<file path="src/rtl/xadc_scan_pwm.sv">
// XADC DRP round-robin read sequencer with one registered PWM output per channel.
// Optional averaging of four reads per published sample: define XADC_SCAN_AVG_EN.
module xadc_scan_pwm #(
    parameter int               N_CH        = 4,
    parameter logic [N_CH*7-1:0] CH_ADDR    = {7'h16, 7'h1F, 7'h17, 7'h1E},
    parameter int               PWM_PERIOD  = 4070,
    parameter logic [11:0]      NOISE_MASK  = 12'hFF0,
    parameter int               RDY_TIMEOUT = 255
) (
    input  logic               clk,
    input  logic               rst,
    input  logic [N_CH-1:0]    ch_en,
    input  logic               eoc,
    output logic [6:0]         drp_daddr,
    output logic               drp_den,
    input  logic               drp_drdy,
    input  logic [15:0]        drp_do,
    output logic [12*N_CH-1:0] sample,
    output logic [N_CH-1:0]    sample_valid,
    output logic               timeout_err,
    output logic [N_CH-1:0]    pwm_out
);
    localparam int SW = (N_CH > 1) ? $clog2(N_CH) : 1;
    localparam int TW = $clog2(RDY_TIMEOUT + 1);
    localparam int PW = $clog2(PWM_PERIOD + 1);

    typedef enum logic [2:0] {IDLE, WAIT_EOC, REQ, WAIT_RDY, NEXT} state_t;

    state_t          state_q, state_d;
    logic [SW-1:0]   sel;
    logic [TW-1:0]   tcnt;
    logic [PW-1:0]   pcnt;
    logic            accept, tmo_hit;
    logic [3:0]      unused_do_lsbs;

    assign unused_do_lsbs = drp_do[3:0];

    function automatic logic [SW-1:0] first_set(input logic [N_CH-1:0] en);
        first_set = '0;
        for (int k = N_CH - 1; k >= 0; k--)
            if (en[k]) first_set = SW'(k);
    endfunction

    // Circular search starting after cur; lands back on cur if it is the only one set.
    function automatic logic [SW-1:0] next_set(input logic [N_CH-1:0] en, input logic [SW-1:0] cur);
        logic found;
        int   idx;
        next_set = cur;
        found    = 1'b0;
        for (int k = 1; k <= N_CH; k++) begin
            idx = (int'(cur) + k) % N_CH;
            if (!found && en[idx]) begin
                next_set = SW'(idx);
                found    = 1'b1;
            end
        end
    endfunction

    always_comb begin
        state_d = state_q;
        drp_den = 1'b0;
        accept  = 1'b0;
        tmo_hit = 1'b0;
        case (state_q)
            IDLE:     if (|ch_en) state_d = WAIT_EOC;
            WAIT_EOC: if (!(|ch_en)) state_d = IDLE;
                      else if (eoc)  state_d = REQ;
            REQ: begin
                drp_den = 1'b1;
                state_d = WAIT_RDY;
            end
            WAIT_RDY: begin
                if (drp_drdy) begin
                    accept  = ch_en[sel];
                    state_d = NEXT;
                end else if (int'(tcnt) == RDY_TIMEOUT - 1) begin
                    tmo_hit = 1'b1;
                    state_d = NEXT;
                end
            end
            NEXT:     state_d = (|ch_en) ? WAIT_EOC : IDLE;
            default:  state_d = IDLE;
        endcase
    end

    always_ff @(posedge clk) begin
        if (rst) begin
            state_q     <= IDLE;
            sel         <= '0;
            drp_daddr   <= CH_ADDR[6:0];
            tcnt        <= '0;
            timeout_err <= 1'b0;
        end else begin
            state_q     <= state_d;
            timeout_err <= tmo_hit;
            case (state_q)
                IDLE:     if (|ch_en) sel <= first_set(ch_en);
                WAIT_EOC: if (eoc && (|ch_en)) drp_daddr <= CH_ADDR[7*int'(sel) +: 7];
                REQ:      tcnt <= '0;
                WAIT_RDY: if (!drp_drdy) tcnt <= tcnt + 1'b1;
                NEXT:     if (|ch_en) sel <= next_set(ch_en, sel);
                default:  ;
            endcase
        end
    end

    always_ff @(posedge clk) begin
        if (rst || int'(pcnt) == PWM_PERIOD) pcnt <= '0;
        else                                 pcnt <= pcnt + 1'b1;
    end

    for (genvar i = 0; i < N_CH; i++) begin : g_ch
        logic [11:0] s_q;
        logic        v_q, p_q, hit;

        assign hit = accept && (int'(sel) == i);

`ifdef XADC_SCAN_AVG_EN
        logic [13:0] acc, sum;
        logic [1:0]  rcnt;

        assign sum = acc + 14'(drp_do[15:4]);

        always_ff @(posedge clk) begin
            if (rst || !ch_en[i]) begin
                acc  <= '0;
                rcnt <= '0;
            end else if (hit) begin
                acc  <= (rcnt == 2'd3) ? 14'd0 : sum;
                rcnt <= rcnt + 1'b1;
            end
        end

        always_ff @(posedge clk) begin
            if (rst) begin
                s_q <= '0;
                v_q <= 1'b0;
            end else begin
                v_q <= hit && (rcnt == 2'd3);
                if (hit && (rcnt == 2'd3)) s_q <= sum[13:2];
            end
        end
`else
        always_ff @(posedge clk) begin
            if (rst) begin
                s_q <= '0;
                v_q <= 1'b0;
            end else begin
                v_q <= hit;
                if (hit) s_q <= drp_do[15:4];
            end
        end
`endif

        // Masking drops ADC noise so near-zero readings stay fully dark.
        always_ff @(posedge clk) begin
            if (rst) p_q <= 1'b0;
            else     p_q <= ch_en[i] && (int'(pcnt) < int'(s_q & NOISE_MASK));
        end

        assign sample[12*i +: 12] = s_q;
        assign sample_valid[i]    = v_q;
        assign pwm_out[i]         = p_q;
    end

endmodule

</file>
<file path="config.mk">
export PLATFORM = sky130hd
export DESIGN_NAME = xadc_scan_pwm
export DESIGN_NICKNAME = d
export VERILOG_FILES = /design/src/rtl/xadc_scan_pwm.sv
export SDC_FILE = /design/constraint.sdc
export NUM_CORES = 1
export LEC_CHECK = 0
export ABC_AREA = 1
export CORE_MARGIN = 10
export CORE_UTILIZATION = 30
export DETAILED_ROUTE_END_ITERATION = 6
export DONT_BUFFER_PORTS = 1
export PLACE_DENSITY = 0.49
export SLEW_MARGIN = 10
export SYNTH_ARGS = -nofsm -noshare
export SYNTH_HDL_FRONTEND = slang
export SYNTH_SLANG_ARGS = --single-unit
</file>
<file path="constraint.sdc">
create_clock -name clk -period 3.4 [get_ports clk]
set_clock_uncertainty 0.15 [all_clocks]
set_input_delay 0.68 -clock clk [delete_from_list [all_inputs] [get_ports clk]]
set_output_delay 0.68 -clock clk [all_outputs]
set_load 0.01 [all_outputs]
</file>
==> impl_metrics.toml, run 1 <==
[detailed_routing]
routedWlPerCell_um = 15.2
num_vias = 3475
antenna_left = 0
drt-initial-drc-count = 168
dr.pass1.iters = 4
routed_via_density = 4.70
remaining_drc_errors = 0
wl_um = 11200

[synth]
synth-seq-cells = 84
synth_area_leaders = "dfxtp_1 39%, ha_1 11%, o21ai_0 7.2%, a21oi_1 7.0%, nand2_1 7.0%"
syn_inst = 569
synth.distinct_cells = 29
yosysSeqAreaShare = 0.393
synth_area_um2 = 4280
synth_top_cell_by_area = "dfxtp_1"
yosysWarnings = 0
synth_top_area_frac = 0.393
syn_area_per_cell_um2 = 7.52

[sta]
rsz0062_at_grt = "no"
setup_violations = 0
min_period_over_period = 0.654
fin_tns_setup_ns = 0
fin_crit_ns = 2.22
hold_viol_final = 0
max_clock_freq_ghz = 0.449
whs_ns = 0.251
worstMarginPinSlew_ns = 0.851
slew_headroom = 0.429
slew_viol_final = 0

[layout]
regArea_um2 = 1680
antenna_cells = 0
area_growth_pct = 7.45
nFillCells = 1495
final_cell_area_um2 = 4600
fin_cells = 740
multi_input_comb_area_um2 = 2090
final_layout_size_suffix_gt1_frac = 0.0643
final_common_cell = "dfxtp_1"
final_cell_mix = "84 x dfxtp_1, 80 x nand2_1, 71 x inv_1, 68 x nor2_1, 62 x o21ai_0"
final_net_count = 615
fin_util = 0.330

[status]
status = "finished, final reports clean"

[placement]
dp_cells = 724
dpl_cell_area_um2 = 4300
gp_congestion = 0.817
port_buffers = 0
post-dp-hpwl_um = 8810

[global_route]
antenna_found_initial = 0
overflow = 0
globalRouteTotalUtil = 0.113
grt_pass1_wl_um = 17800
grt_max_degree = 32
grt_pass1_vias = 3253

[critical_path]
critPathArrivalTime_ns = 2.35
crit_path_end_kind = "flop"
critPathMaxStageDelay_ns = 0.63
crit_family = "flip-flops"
crit_path_start_kind = "flop"
r2r_start = "sel[0]$_SDFFE_PP0P_"
ff2ff_setup_slack_ns = 1.18
cp-endpoint = "sel[0]$_SDFFE_PP0P_"
r2r_cells = 10
cp_slowest_cell = "dfxtp_1"
rr_endpoint = "sel[0]$_SDFFE_PP0P_"
crit_path_start = "sel[0]$_SDFFE_PP0P_"
crit_required_ns = 3.52
cp_num_cells = 10
path_class = "flop to flop"
path_max_fanout = 11
cpMostUsedCell = "nand2_1"
critPathBufInv = 2
cp_cell_sequence = "inv_6 > ha_1 > inv_1 > nand3_1 > nand2_1 > nand2_1 > nor2_1 > nor2_1 > nand2_1 > a21oi_1"

[floorplanning]
coreArea_um2 = 13900
initial_utilization = 0.307
die_x_um = 139
rows = 43
ios = 89
die_area_um2 = 19500
die_h_um = 139

[clock_tree]
ctsHoldBuffers = 0
postCtsSetupBuffers = 0
clk_latency_ns = 0.35
root_buffer = "clkbuf_16"
cts_buffer_depth = 2
cts_tree = "built"
cts_resized = 0
cts.htree.levels = 3
cts_inserted_buffers = 9
clk_pin_slew_ns = 0.07
cts_sinks = 84

[hold_path]
min_from = "rst"
hp-class = "input pin to flop"

[pwr]
p_int_uw = 1610
pwr-share-clk = 0.433
leakage_uw = 0.00183
pwr-share-seq = 0.460
ir_drop_uv = 188
sw_frac_of_total = 0.291
powerDensity_nw_per_um2 = 494
pwr-share-comb = 0.108
p_switching_uw = 660

[run]
cap_viol_max_count = 0
state kept, by name (all words and copies together), names as in the netlist:
signal	count
g_ch.s_q	48
pcnt	12
tcnt	8
state_q	3
g_ch.v_q	4
drp_daddr	2
timeout_err	1
g_ch.p_q	4
sel	2
per-stage QoR:
stage	power, uW	worst slack [ns]
2_1_floorplan	1270	1.61
3_3_place_gp	1310	1.17
3_5_place_dp	1310	1.17
4_1_cts	2310	1.16
5_1_grt	2400	0.841
6_report	2270	1.18
per-layer routing:
layer,global-route usage,vias up,routed length (um)
met1,0.133,1556,4870
met3,0.0544,12,1130
li1,-,1825,-
met4,0.0368,0,133
met5,0,-,0
met2,0.178,82,5110
cell usage after synthesis (all sizes together):
cell     n
nand4   10
o32ai    1
inv     74
nand2   82
nor4     1
o21ai   67
ha      36
nor3    13
conb     2
xor2     2
nand3   31
nor2    72
dfxtp   84
a21o     1
nor3b    3
a21oi   60
buf     25
clkbuf   5
area by class of cell:
cell class,count,share of cell area
multi-input combinational,384,0.455
sequential,84,0.366
inverter,74,0.0615
clock buffer,9,0.0490
tap,180,0.0490
clock inverter,7,0.0166
timing repair buffer,2,0.00326
worst min-delay path by stage:
stage | endpoint | slack (ns) | cells after the start
after global placement | pcnt[0]$_SDFF_PP0_ | 0.30 | 1
after floorplan | pcnt[0]$_SDFF_PP0_ | 0.28 | 1
final | g_ch[1].v_q$_SDFF_PP0_ | 0.25 | 1
after CTS | g_ch[1].v_q$_SDFF_PP0_ | 0.24 | 1
after global routing | state_q[1]$_SDFFE_PP0P_ | 0.24 | 1
after detailed placement | pcnt[0]$_SDFF_PP0_ | 0.30 | 1
kinds of logic after synthesis:
kind of cell             after synthesis  share of synthesized area
AO/OA/AOI/OAI                        129                      0.155
AND/OR/NAND/NOR                      212                      0.221
adder cells (fa/ha/maj)               36                      0.105
other                                  2                    0.00175
buffers and inverters                104                      0.121
XOR/XNOR                               2                    0.00409
flip-flops                            84                      0.393
power groups by stage:
stage	clock network (uW)	logic (uW)	registers [uW]
2_1_floorplan	0	220	1050
3_3_place_gp	0	244	1070
3_5_place_dp	0	246	1070
4_1_cts	1010	247	1050
5_1_grt	1060	286	1050
6_report	983	245	1040
No activity file was read; power rests on OpenSTA's default activity.
==> inputs of run 2 (changes only) <==
PLACE_DENSITY = 0.5   (was 0.49)
clock period = 2 ns   (was 3.4 ns; I/O delays follow)
==> impl_metrics.toml, run 2 (synthesis gave the netlist of run 1 again) <==
[floorplanning]
die_area_um2 = 19500
coreArea_um2 = 13900
ios = 89
initial_utilization = 0.307
die_h_um = 139
die_x_um = 139
rows = 43

[layout]
final_common_cell = "dfxtp_1"
final_cell_area_um2 = 4720
reg.largest.list = "g_ch.s_q (48), pcnt (12), tcnt (8)"
area_growth_pct = 10.2
final_net_count = 627
final_cell_mix = "82 x dfxtp_1, 79 x nand2_1, 70 x inv_1, 68 x nor2_1, 62 x o21ai_0"
largest_reg_flops = 48
fin_cells = 752
top_register = "g_ch.s_q"
nFillCells = 1435
antenna_cells = 0
final_layout_size_suffix_gt1_frac = 0.0909
fin_util = 0.339

[critical_path]
path_class = "flop to flop"
critPathMaxStageDelay_ns = 0.34
cp_num_cells = 9
path_max_fanout = 20
critPathArrivalTime_ns = 1.91
crit_family = "buffers and inverters"
r2r_cells = 9
cp_slowest_cell = "dfxtp_2"
critPathBufInv = 3
crit_required_ns = 2.13
crit_path_end_kind = "flop"
cp_cell_sequence = "buf_4 > nand2_1 > nand2_2 > o21ai_4 > nand3_2 > buf_12 > inv_1 > nor2_1 > nor2_1"
cpMostUsedCell = "nor2_1"
crit_path_start_kind = "flop"

[global_route]
grt_max_degree = 33
busiest_layer = "met2"
globalRouteTotalUtil = 0.117
use_met1 = 0.137
overflow = 0
grt_pass1_wl_um = 18500
antenna_found_initial = 0
grtUsageMet2 = 0.187
use_met3 = 0.0544
grt_pass1_vias = 3408

[hold_path]
hp-class = "input pin to flop"
holdPathStages = 2

[placement]
dpl_cell_area_um2 = 4410
dp_cells = 735
port_buffers = 0
gp_congestion = 0.855
post-dp-hpwl_um = 8890

[detailed_routing]
routed_via_density = 4.70
routedWlPerCell_um = 15.3
wl_um = 11500
antenna_left = 0
remaining_drc_errors = 0
drt-initial-drc-count = 151
dr.pass1.iters = 4
num_vias = 3537

[clock_tree]
cts_inserted_buffers = 9
clk_latency_ns = 0.34
postCtsSetupBuffers = 0
cts_tree = "built"
cts_sinks = 84
clk_pin_slew_ns = 0.07
cts_buffer_depth = 2
root_buffer = "clkbuf_16"
cts.htree.levels = 3

[sta]
hold_viol_final = 0
max_clock_freq_ghz = 0.562
min_period_over_period = 0.890
rsz0062_at_grt = "no"
slew_viol_final = 0
fin_tns_setup_ns = 0
setup_violations = 0
fin_crit_ns = 1.78

[status]
status = "finished, final reports clean"

[pwr]
ir_drop_uv = 344
powerDensity_nw_per_um2 = 826
power.total_uw = 3900
leakage_uw = 0.00188

[run]
cap_viol_max_count = 0
-- run 2: changes by cell type in the layout (fill, tap and decap cells not counted) --
cell	delta
clkinv_4	-2
inv_8	-1
nand2_1	-1
ha_2	+1
dfxtp_2	+2
buf_4	+9
clkinvlp_4	+3
ha_1	-1
inv_2	+1
dfxtp_1	-2
nand2_2	+1
inv_1	-1
buf_12	+2
dlygate4sd3_1	+1
-- run 2: layout make-up --
class | instances | area, um^2 | area share
multi-input cells | 384 | 2100 | 0.445
flip-flops and latches | 84 | 1680 | 0.357
inverters | 74 | 283 | 0.0599
clock buffers | 9 | 225 | 0.0477
well taps | 180 | 225 | 0.0477
repair buffers | 14 | 133 | 0.0281
clock inverters | 7 | 70.1 | 0.0148
-- run 2: worst paths after layout --
check	from	end	slack, ns
worst max-delay path	sel[0]$_SDFFE_PP0P_	g_ch[0].s_q[2]$_SDFFE_PP0P_	0.22
worst min-delay path	rst	drp_daddr[3]$_SDFFE_PP1P_	0.02
worst max register to register	sel[0]$_SDFFE_PP0P_	g_ch[0].s_q[2]$_SDFFE_PP0P_	0.22
worst min register to register	pcnt[0]$_SDFF_PP0_	pcnt[0]$_SDFF_PP0_	0.32
-- run 2: metal layers --
| layer | wire length, um | up-vias |
|---|---|---|
| li1 | - | 1847 |
| met1 | 4950 | 1595 |
| met2 | 5240 | 81 |
| met3 | 1140 | 14 |
| met4 | 189 | 0 |
| met5 | 0 | - |
-- run 2: power by group --
part | internal (uW) | leakage, uW | switching, uW | total [uW]
logic | 179 | 0.00107 | 305 | 484
clock network | 874 | 0.000135 | 771 | 1650
registers | 1720 | 0.000679 | 51.8 | 1770
-- run 2: per-stage QoR --
step	worst slack [ns]	hold WS (ns)
floorplan	0.212	0.280
finish	0.220	0.0209
detailed placement	0.123	0.306
global route	0.0145	0.0231
global placement	0.204	0.295
CTS	0.114	0.0159
-- run 2: repair_timing --
action,CTS,global route
hold buffers,1,0
endpoints found under the hold margin,8,0
endpoints found under the setup margin,0,2
gates resized for setup,0,5
==> inputs of run 3 (changes only) <==
CTS_BUF_LIST = sky130_fd_sc_hd__clkbuf_4 sky130_fd_sc_hd__clkbuf_8 sky130_fd_sc_hd__clkbuf_16   (was default)
==> results of run 3 <==
Same layout as run 2: the final DEF is identical, and so are final timing and power.
